`src/rtl/ip_tx_arbiter.sv`:
```
// Round-robin arbiter that lets the UDP sender and the ICMP echo responder share one IP header transmitter.
// Per packet: grant, zero-latency payload mux, drain, then an inter-packet gap.
module ip_tx_arbiter #(
    parameter int GAP_CYCLES    = 12,
    parameter int START_TIMEOUT = 255
) (
    input  logic        clock,
    input  logic        reset,
    input  logic        udp_req,
    input  logic [15:0] udp_length,
    input  logic [31:0] udp_dest_ip,
    input  logic        udp_tx_enable,
    input  logic [7:0]  udp_data,
    output logic        udp_grant,
    input  logic        icmp_req,
    input  logic [15:0] icmp_length,
    input  logic [31:0] icmp_dest_ip,
    input  logic        icmp_tx_enable,
    input  logic [7:0]  icmp_data,
    output logic        icmp_grant,
    output logic        ip_tx_enable,
    output logic [7:0]  ip_data,
    output logic        ip_is_icmp,
    output logic [15:0] ip_length,
    output logic [31:0] ip_destination_ip,
    input  logic        ip_active,
    output logic        busy,
    output logic        timeout_err,
    output logic        length_err
);

    typedef enum logic [2:0] {IDLE, GRANT, SEND, DRAIN, GAP} state_t;

    localparam logic [15:0] TimeoutLast = 16'(START_TIMEOUT - 1);
    localparam logic [15:0] GapLoad     = 16'(GAP_CYCLES - 1);

    state_t      state_q;
    logic        udp_grant_q;
    logic        icmp_grant_q;
    logic        last_icmp_q;
    logic        is_icmp_q;
    logic        timeout_err_q;
    logic        length_err_q;
    logic [15:0] len_q;
    logic [31:0] dest_q;
    logic [15:0] byte_cnt_q;
    logic [15:0] timer_q;
    logic [15:0] gap_q;

    logic win_tx_en;
    logic pick_icmp;

    // The latched is_icmp flag selects the winner, so the loser's bus is never looked at.
    assign win_tx_en = is_icmp_q ? icmp_tx_enable : udp_tx_enable;
    assign pick_icmp = icmp_req && (!udp_req || !last_icmp_q);

    always_ff @(posedge clock or negedge reset) begin
        if (!reset) begin
            state_q       <= IDLE;
            udp_grant_q   <= 1'b0;
            icmp_grant_q  <= 1'b0;
            last_icmp_q   <= 1'b1;
            is_icmp_q     <= 1'b0;
            timeout_err_q <= 1'b0;
            length_err_q  <= 1'b0;
            len_q         <= 16'd0;
            dest_q        <= 32'd0;
            byte_cnt_q    <= 16'd0;
            timer_q       <= 16'd0;
            gap_q         <= 16'd0;
        end else begin
            timeout_err_q <= 1'b0;
            length_err_q  <= 1'b0;
            case (state_q)
                IDLE: begin
                    if ((udp_req || icmp_req) && !ip_active) begin
                        is_icmp_q    <= pick_icmp;
                        last_icmp_q  <= pick_icmp;
                        len_q        <= pick_icmp ? icmp_length : udp_length;
                        dest_q       <= pick_icmp ? icmp_dest_ip : udp_dest_ip;
                        udp_grant_q  <= !pick_icmp;
                        icmp_grant_q <= pick_icmp;
                        timer_q      <= 16'd0;
                        state_q      <= GRANT;
                    end
                end
                GRANT: begin
                    if (win_tx_en) begin
                        byte_cnt_q <= 16'd1;
                        state_q    <= SEND;
                    end else if (timer_q == TimeoutLast) begin
                        udp_grant_q   <= 1'b0;
                        icmp_grant_q  <= 1'b0;
                        timeout_err_q <= 1'b1;
                        gap_q         <= GapLoad;
                        state_q       <= GAP;
                    end else begin
                        timer_q <= timer_q + 16'd1;
                    end
                end
                SEND: begin
                    if (win_tx_en) begin
                        if (byte_cnt_q != 16'hFFFF)
                            byte_cnt_q <= byte_cnt_q + 16'd1;
                    end else begin
                        // Mismatched bursts are flagged but passed through untouched.
                        udp_grant_q  <= 1'b0;
                        icmp_grant_q <= 1'b0;
                        length_err_q <= (byte_cnt_q != len_q);
                        state_q      <= DRAIN;
                    end
                end
                DRAIN: begin
                    if (!ip_active) begin
                        gap_q   <= GapLoad;
                        state_q <= GAP;
                    end
                end
                GAP: begin
                    if (gap_q == 16'd0)
                        state_q <= IDLE;
                    else
                        gap_q <= gap_q - 16'd1;
                end
                default: state_q <= IDLE;
            endcase
        end
    end

    assign udp_grant         = udp_grant_q;
    assign icmp_grant        = icmp_grant_q;
    assign ip_tx_enable      = win_tx_en && ((state_q == GRANT) || (state_q == SEND));
    assign ip_data           = is_icmp_q ? icmp_data : udp_data;
    assign ip_is_icmp        = is_icmp_q;
    assign ip_length         = len_q;
    assign ip_destination_ip = dest_q;
    assign busy              = (state_q != IDLE);
    assign timeout_err       = timeout_err_q;
    assign length_err        = length_err_q;

endmodule

```
`config.mk`:
```
export PLATFORM = sky130hd
export DESIGN_NAME = ip_tx_arbiter
export DESIGN_NICKNAME = d
export VERILOG_FILES = /design/src/rtl/ip_tx_arbiter.sv
export SDC_FILE = /design/constraint.sdc
export NUM_CORES = 1
export LEC_CHECK = 0
export ABC_AREA = 1
export CORE_MARGIN = 3
export CORE_UTILIZATION = 35
export CTS_BUF_LIST = sky130_fd_sc_hd__clkbuf_4 sky130_fd_sc_hd__clkbuf_8 sky130_fd_sc_hd__clkbuf_16
export DETAILED_ROUTE_END_ITERATION = 12
export DONT_BUFFER_PORTS = 1
export GPL_ROUTABILITY_DRIVEN = 0
export PLACE_DENSITY_LB_ADDON = 0.1
export RECOVER_POWER = 25
export SLEW_MARGIN = 15
export SYNTH_ARGS = -nofsm -noshare
export SYNTH_HDL_FRONTEND = slang
export SYNTH_SLANG_ARGS = --single-unit
```
`constraint.sdc`:
```
create_clock -name clock -period 1.57 [get_ports clock]
set_input_delay 0.2355 -clock clock [delete_from_list [all_inputs] [get_ports clock]]
set_output_delay 0.2355 -clock clock [all_outputs]
set_load 0.01 [all_outputs]
```
==> summary.md, run 1 <==
| Metric | Value |
|---|---|
| Outcome | `complete, but fails checks` |
| Violated checks | `negative hold slack, negative setup slack` |
| Largest net degree at the start of global routing | `106` |
| Crit path DAT | `1.36 ns` |
| Design Power | `13.3 mW` |
| Post-synth top area share | `0.420` |
| Die Span Y | `about 140 um` |
| PD cells | `1680 mW/mm^2` |
| Max cap viols | `0` |
| CTS sink count | `~110` |
| DIE AREA | `between 0.015 and 0.02 sq mm` |
| H-Tree Level Count | `3` |
| Initial Util | `0.358` |
| Cts bufs inserted | `9` |
| Part of the Yosys area used for sequential elements | `0.424` |
| Most heavily used metal layer in global routing | `met2` |
| Worst slew margin relative to its limit | `0.713` |
| Worst-skew pair later-pin latency | `around 0.36 ns` |
| Largest buffer count on any clock path | `2` |
| # diodes | `0` |
| Initial drt markers | `about 360` |
| Ports | `182` |
| Yosys reg bits | `~110` |
| Detailed Routing Iterations Pass 1 | `7` |
| R2R Setup Slk | `-0.02 ns` |
| Congestion Overflow GR | `0` |
| Core area | `0.0173 sq mm` |
| Leakage dissipation | `3.64 nW` |
| M1 GR Usage | `0.224` |
| Root buffer cell | `clkbuf_16` |
| Minimum clock period | `approximately 1.6 ns` |
| Synth unique cells | `41` |
| Min Hold Slack | `-0.435 ns` |
| Mapped Area | `0.00620 sq mm` |
| Final Setup Violations | `9` |
| RSZ-0062 raised after global routing | `true` |
| Hold Path Class | `in2async` |
| Critical Path End Type | `output port` |
| Post-Synthesis Net Count | `986` |
| Wire length per cell | `15.7 um` |
| Die width | `139 um` |
| Most frequent cell after synthesis | `nand2_1` |
| Final Net Count | `about 1100` |
| Setup TNS | `-0.0854 ns` |
| Yosys warns | `0` |
| Dpl ws | `-0.0442 ns` |
| Final worst slack | `-0.0224 ns` |
| WS Path Type | `reg2out` |
| Final HPWL DP | `13.2 mm` |
| Reg2Reg Launch Point | `timer_q[0]$_DFFE_PN0P_` |
| Residual DRC | `0` |
| Crit path from | `state_q[2]$_DFFE_PN0P_` |
| Area grow syn2layout | `28.1%` |
| Syn Inst Count | `863` |
| Synth cell count leaders | `nand2_1 (313), nor2_1 (127), dfrtp_1 (104)` |
| Worst R2R End | `gap_q[10]$_DFFE_PN0P_` |
| Met2 usage | `0.304` |
| Routed vias | `5935` |
| All-Layer GR Usage | `0.181` |
| Top cells by area, synth | `dfrtp_1 (42%), nand2_1 (19%), nor2_1 (7.7%)` |
| Final ANT Viol Nets | `0` |
| Vias in the first global route | `5693` |
| # port buffers | `0` |
| Max frequency | `628 MHz` |
| CTS clk-pin slew, worst paths | `0.08 ns` |
| CP required | `1.33 ns` |
| VDD IR-drop max | `about 0.9 mV` |
| Share of cells above drive strength 1 | `0.242` |
| Worst R2R Path Depth | `11` |
| Synth area leader | `dfrtp_1` |
| Vias per std cell | `5.03` |
| First-pass GRT wire length | `approximately 29 mm` |
| CP startpoint kind | `register` |
| Initial antenna violation count | `0` |
| Syn_area_per_cell | `7.18 sq um` |
| Final Hold Fails | `105` |
| GR met3 Demand/Resource | `0.0452` |
| Detailed Route WL | `18.5 mm` |
| EDFF count, synth | `0` |
| CTS tree | `done` |
| Row cnt | `48` |
| Slew of the pin with the lowest slew margin | `approximately 0.43 ns` |
| Top fanout value on the critical path | `3` |
| Post-synth ARST share | `1.00` |
| Final period util | `1.01` |
| Max Slew Vio Count | `0` |
| Post-synth top flop | `dfrtp_1` |
| Clock Skews | `0.00949 ns` |
layout make-up:
cell class	instances	area (sq um)
Fill cell	1742	9360
Multi-Input combinational cell	669	3450
Sequential cell	105	2640
Timing Repair Buffer	107	1060
Tap cell	225	282
Inverter	58	234
Clock buffer	9	225
Clock inverter	7	58.8
sequential cells by signal, summed over array words and instances, names as in the netlist, 3 cells and up:
register	flops
byte_cnt_q	16
ip_length	16
ip_destination_ip	32
gap_q	16
state_q	3
timer_q	16
placed cells by master (no fill, tap or decap), drive strengths merged:
cell type,count
xor2,20
a31oi,41
o21ai,41
nand3,47
clkbuf,15
ha,4
xnor2,7
dfrtp,104
dfstp,1
o21bai,5
a21boi,1
nor2,132
and2,1
or2,3
nor3,8
buf,101
nor4,1
clkinv,2
o22ai,7
nor3b,1
nand2,327
nand3b,2
inv,61
a21oi,7
clkinvlp,2
nand4,14
stage by stage:
step	area [sq um]	hold slack [ns]	util	cells
floorplan	6200	-0.0601	-	863
global placement	7020	-0.0542	0.406	1138
detailed placement	7020	-0.0534	0.406	1138
CTS	7430	-0.451	0.430	1162
global route	7940	-0.452	0.459	1180
finish	7940	-0.435	0.459	1180
logic make-up after synthesis:
| group | after synthesis | synth area share |
|---|---|---|
| xor gates and xnor gates | 27 | 0.0382 |
| buffers and inverters | 89 | 0.0658 |
| and+or+nand+nor | 536 | 0.362 |
| DFF | 105 | 0.424 |
| adders and majority gates | 4 | 0.00808 |
| AOI/OAI and AO/OA | 102 | 0.102 |
power by group:
part           total, mW  leakage [nW]  internal (mW)  switching (mW)
clock network       2.22         0.133           1.10            1.12
logic               6.42          2.20           2.87            3.56
registers           4.66          1.31           3.57            1.08
total               13.3          3.64           7.54            5.76
worst max-delay path, cell delays in order (launching register included):
cell	delay (ns)
dfrtp_1	0.39
inv_2	0.12
nand2_4	0.08
nor2_4	0.12
inv_4	0.05
nand2_2	0.05
nand2_2	0.05
clkinv_2	0.05
buf_6	0.10
per-layer routing:
metal  share of wire  vias to the layer above
met5               0                        -
li1                -                     2951
met1            0.43                     2771
met3           0.062                       26
met4           0.021                        0
met2            0.49                      187
worst max path at each step:
stage / end / slack [ns] / cells after the start
global placement: timeout_err$_DFF_PN0_ / -0.04 / 7
global route: ip_tx_enable / -0.11 / 8
floorplan: byte_cnt_q[9]$_DFFE_PN0P_ / 0.02 / 8
CTS: ip_tx_enable / -0.06 / 8
finish: ip_tx_enable / -0.02 / 8
detailed placement: timeout_err$_DFF_PN0_ / -0.04 / 7
timing repair:
item / 4_1_cts / 5_1_grt
cloned: 0 / 6
resized for setup: 21 / 73
pin swaps: 8 / 37
buffers inserted: 8 / 13
hold endpoints to repair: 105 / 105
endpoints found under the setup margin: 44 / 94
Note: power is estimated with default switching activity, not from simulation.
==> inputs of run 2 (changes only) <==
- CELL_PAD_IN_SITES_DETAIL_PLACEMENT: default -> 2
- CELL_PAD_IN_SITES_GLOBAL_PLACEMENT: default -> 2
- CORE_UTILIZATION: 35 -> 31
==> run 2 against run 1 <==
The run still ends with negative hold slack, negative setup slack left. Sequential share of layout area fell by 3.8 points. Combinational power increased by 43%. Clock skew rose by 0.013 ns. Via count is 13% higher. Sequential power up 2%. Register-to-register slack got worse by 0.30 ns. Global-route usage up 4.7 points. Non-clock buffer count increased by 52. Worst setup slack lost 0.30 ns. Highest routed layer unchanged.
==> summary.md, run 2 (synthesis results as in run 1) <==
| Metric | Value |
|---|---|
| First-pass GRT wire length | `39.6 mm (was 28.5 mm)` |
| Worst path cell trace | `buf_6 > buf_6 > ha_4 > inv_2 > nor2_4 > nand2_2 > xor2_2 > nor2_1 > nand2_1 > o21ai_1 (was inv_2 > nand2_4 > nor2_4 > inv_4 > nand2_2 > nand2_2 > clkinv_2 > buf_6)` |
| All-Layer GR Usage | `0.228 (was 0.181)` |
| Die width | `147 um (was 139 um)` |
| Max reg flops | `32 (unchanged)` |
| Outcome | `complete, but fails checks (unchanged)` |
| Finished Cell Area | `0.00896 sq mm (was 0.00794 sq mm)` |
| Final period util | `1.20 (was 1.01)` |
| H-Tree Level Count | `3 (unchanged)` |
| Dpl ws | `-0.238 ns (was -0.0442 ns)` |
| Switching power | `7.76 mW (was 5.76 mW)` |
| # port buffers | `0 (unchanged)` |
| Flop pwr share | `0.288 (was 0.350)` |
| Final core utilization | `0.459 (about the same)` |
| DIE AREA | `0.0217 sq mm (was 0.0193 sq mm)` |
| Core area | `0.0195 sq mm (was 0.0173 sq mm)` |
| VDD IR-drop max | `0.727 mV (was 0.900 mV)` |
| Final Hold Fails | `107 (was 105)` |
| Congestion Overflow GR | `0 (unchanged)` |
| Vias per std cell | `5.25 (was 5.03)` |
| Hold Path Class | `in2async (unchanged)` |
| Minimum clock period | `1.89 ns (was 1.59 ns)` |
| DP Area | `0.00719 sq mm (was 0.00702 sq mm)` |
| WS Path Type | `reg2reg (was reg2out)` |
| Final ANT Viol Nets | `0 (unchanged)` |
| Leakage dissipation | `4.07 nW (was 3.64 nW)` |
| Clock Skews | `0.0226 ns (was 0.00949 ns)` |
| PD cells | `1840 mW/mm^2 (was 1680 mW/mm^2)` |
| Initial Util | `0.317 (was 0.358)` |
| Critical Path End Type | `register (was output port)` |
| CTS clk-pin slew, worst paths | `0.10 ns (was 0.08 ns)` |
| Fin cells | `1272 (was 1180)` |
| Die Span Y | `147 um (was 139 um)` |
| Ports | `182 (unchanged)` |
| RSZ-0062 raised after global routing | `true (unchanged)` |
| Worst-skew pair later-pin latency | `0.39 ns (was 0.36 ns)` |
| Final Setup Violations | `105 (was 9)` |
| Final HPWL DP | `17.3 mm (was 13.2 mm)` |
| Detailed Routing Iterations Pass 1 | `4 (was 7)` |
| Commonest non-fill, non-tap cells in the layout | `nand2_1 (268), buf_4 (120), nor2_1 (103) (was nand2_1 (291), nor2_1 (115), dfrtp_1 (98))` |
| Placed Instances | `1197 (was 1138)` |
| Wire length per cell | `24.3 um (was 15.7 um)` |
| Detailed Route WL | `31.0 mm (was 18.5 mm)` |
| Largest net degree at the start of global routing | `106 (unchanged)` |
| Initial antenna violation count | `0 (unchanged)` |
| CTS tree | `done (unchanged)` |
| Worst slew margin relative to its limit | `0.694 (was 0.713)` |
| CP required | `1.89 ns (was 1.33 ns)` |
| CP startpoint kind | `register (unchanged)` |
| Crit path top cell by count | `buf_6 (was nand2_2)` |
| Routed vias | `6679 (was 5935)` |
| Final Net Count | `1125 (was 1073)` |
| Crit path DAT | `2.21 ns (was 1.36 ns)` |
| Largest buffer count on any clock path | `2 (unchanged)` |
| Row cnt | `51 (was 48)` |
| Comb pwr share | `0.557 (was 0.483)` |
| Design Power | `16.5 mW (was 13.3 mW)` |
| Bufs and invs on worst path | `3 (was 4)` |
| Slew of the pin with the lowest slew margin | `0.458 ns (was 0.429 ns)` |
| # diodes | `0 (unchanged)` |
| Cell Int Power | `8.75 mW (was 7.54 mW)` |
| Root buffer cell | `clkbuf_16 (unchanged)` |
| Max cap viols | `0 (unchanged)` |
| Switching part of the total | `0.470 (was 0.433)` |
| Initial drt markers | `294 (was 359)` |
| Cts bufs inserted | `9 (unchanged)` |
| Clock Power Share | `0.155 (was 0.167)` |
| Max frequency | `530 MHz (was 628 MHz)` |
| Area grow syn2layout | `44.5% (was 28.1%)` |
| Residual DRC | `0 (unchanged)` |
| Setup TNS | `-17.80 ns (was -0.0854 ns)` |
| CTS sink count | `105 (unchanged)` |
| Min Hold Slack | `-0.459 ns (was -0.435 ns)` |
| Top delay family on crit path | `simple AND/OR/NAND/NOR gates (was flip-flops)` |
| Final worst slack | `-0.318 ns (was -0.0224 ns)` |
| Critical path's slowest cell | `dfrtp_1 (unchanged)` |
| Most common cell after layout, fill and taps aside | `nand2_1 (unchanged)` |
| Violated checks | `negative hold slack, negative setup slack (unchanged)` |
| Max Slew Vio Count | `0 (unchanged)` |
| Top fanout value on the critical path | `4 (was 3)` |
| FILL cells | `2205 (was 1742)` |
| Vias in the first global route | `7248 (was 5693)` |
| CP peak stage delay | `0.42 ns (was 0.39 ns)` |
| Share of cells above drive strength 1 | `0.341 (was 0.242)` |
## run 2: changes by cell type in the layout (fill, tap and decap cells not counted), moves of 8 or more
cell / previous run / this run
buf_4: 87 / 120
nand2_1: 291 / 268
nand2_2: 21 / 40
nor2_1: 115 / 103
buf_6: 3 / 14
a31oi_1: 41 / 33
## run 2: area by class of cell
| cell class | instances | area, sq um | share of cell area |
|---|---|---|---|
| sequential | 105 | 2640 | 0.294 |
| multi-input combinational | 669 | 3830 | 0.428 |
| timing repair buffer | 159 | 1600 | 0.179 |
| clock inverter | 7 | 93.8 | 0.0105 |
| clock buffer | 9 | 225 | 0.0251 |
| tap | 265 | 332 | 0.0370 |
| inverter | 58 | 235 | 0.0263 |
## run 2: routing by layer
layer,vias up,global-route usage,share of wire
li1,3043,-,-
met2,172,0.432,0.56
met3,53,0.0371,0.040
met1,3411,0.266,0.37
met5,-,0,0
met4,0,0.0620,0.033
## run 2: worst register-to-register path: stages, from the launching register on
cell,delay [ns]
dfrtp_1,0.42
buf_6,0.13
buf_6,0.10
ha_4,0.14
inv_2,0.05
nor2_4,0.27
nand2_2,0.14
xor2_2,0.18
nor2_1,0.17
nand2_1,0.12
o21ai_1,0.10
## run 2: power by group through the flow
| stage | Combinational [mW] | Sequential (mW) | Clock [mW] |
|---|---|---|---|
| after floorplan | 3.47 | 4.48 | 0 |
| after global placement | 5.36 | 4.66 | 0 |
| after detailed placement | 5.72 | 4.69 | 0 |
| after CTS | 6.71 | 4.68 | 2.51 |
| after global routing | 9.82 | 4.86 | 2.70 |
| final | 9.19 | 4.76 | 2.56 |
## run 2: final timing paths
kind | from | to | slack [ns] | cells after the start
min | reset | timer_q[3]$_DFFE_PN0P_ | -0.46 | 0
max reg2reg | timer_q[0]$_DFFE_PN0P_ | timer_q[8]$_DFFE_PN0P_ | -0.32 | 10
min reg2reg | last_icmp_q$_DFFE_PN1P_ | last_icmp_q$_DFFE_PN1P_ | 0.53 | 2
min in group clock | udp_dest_ip[0] | ip_destination_ip[0]$_DFFE_PN0P_ | 0 | 2
max | timer_q[0]$_DFFE_PN0P_ | timer_q[8]$_DFFE_PN0P_ | -0.32 | 10
max in group asynchronous | reset | last_icmp_q$_DFFE_PN1P_ | 1.74 | 0
## run 2: what timing repair did
action / CTS / global route
endpoints found under the setup margin: 71 / 107
endpoints found under the hold margin: 105 / 105
pin swaps: 18 / 32
gates cloned: 2 / 12
gates resized for setup: 65 / 138
setup buffers: 22 / 25
==> inputs of run 3 (changes only) <==
- CTS_BUF_LIST: sky130_fd_sc_hd__clkbuf_4 sky130_fd_sc_hd__clkbuf_8 sky130_fd_sc_hd__clkbuf_16 -> default
==> results of run 3 <==
The final DEF is identical to that of run 2; final timing and power are the same.
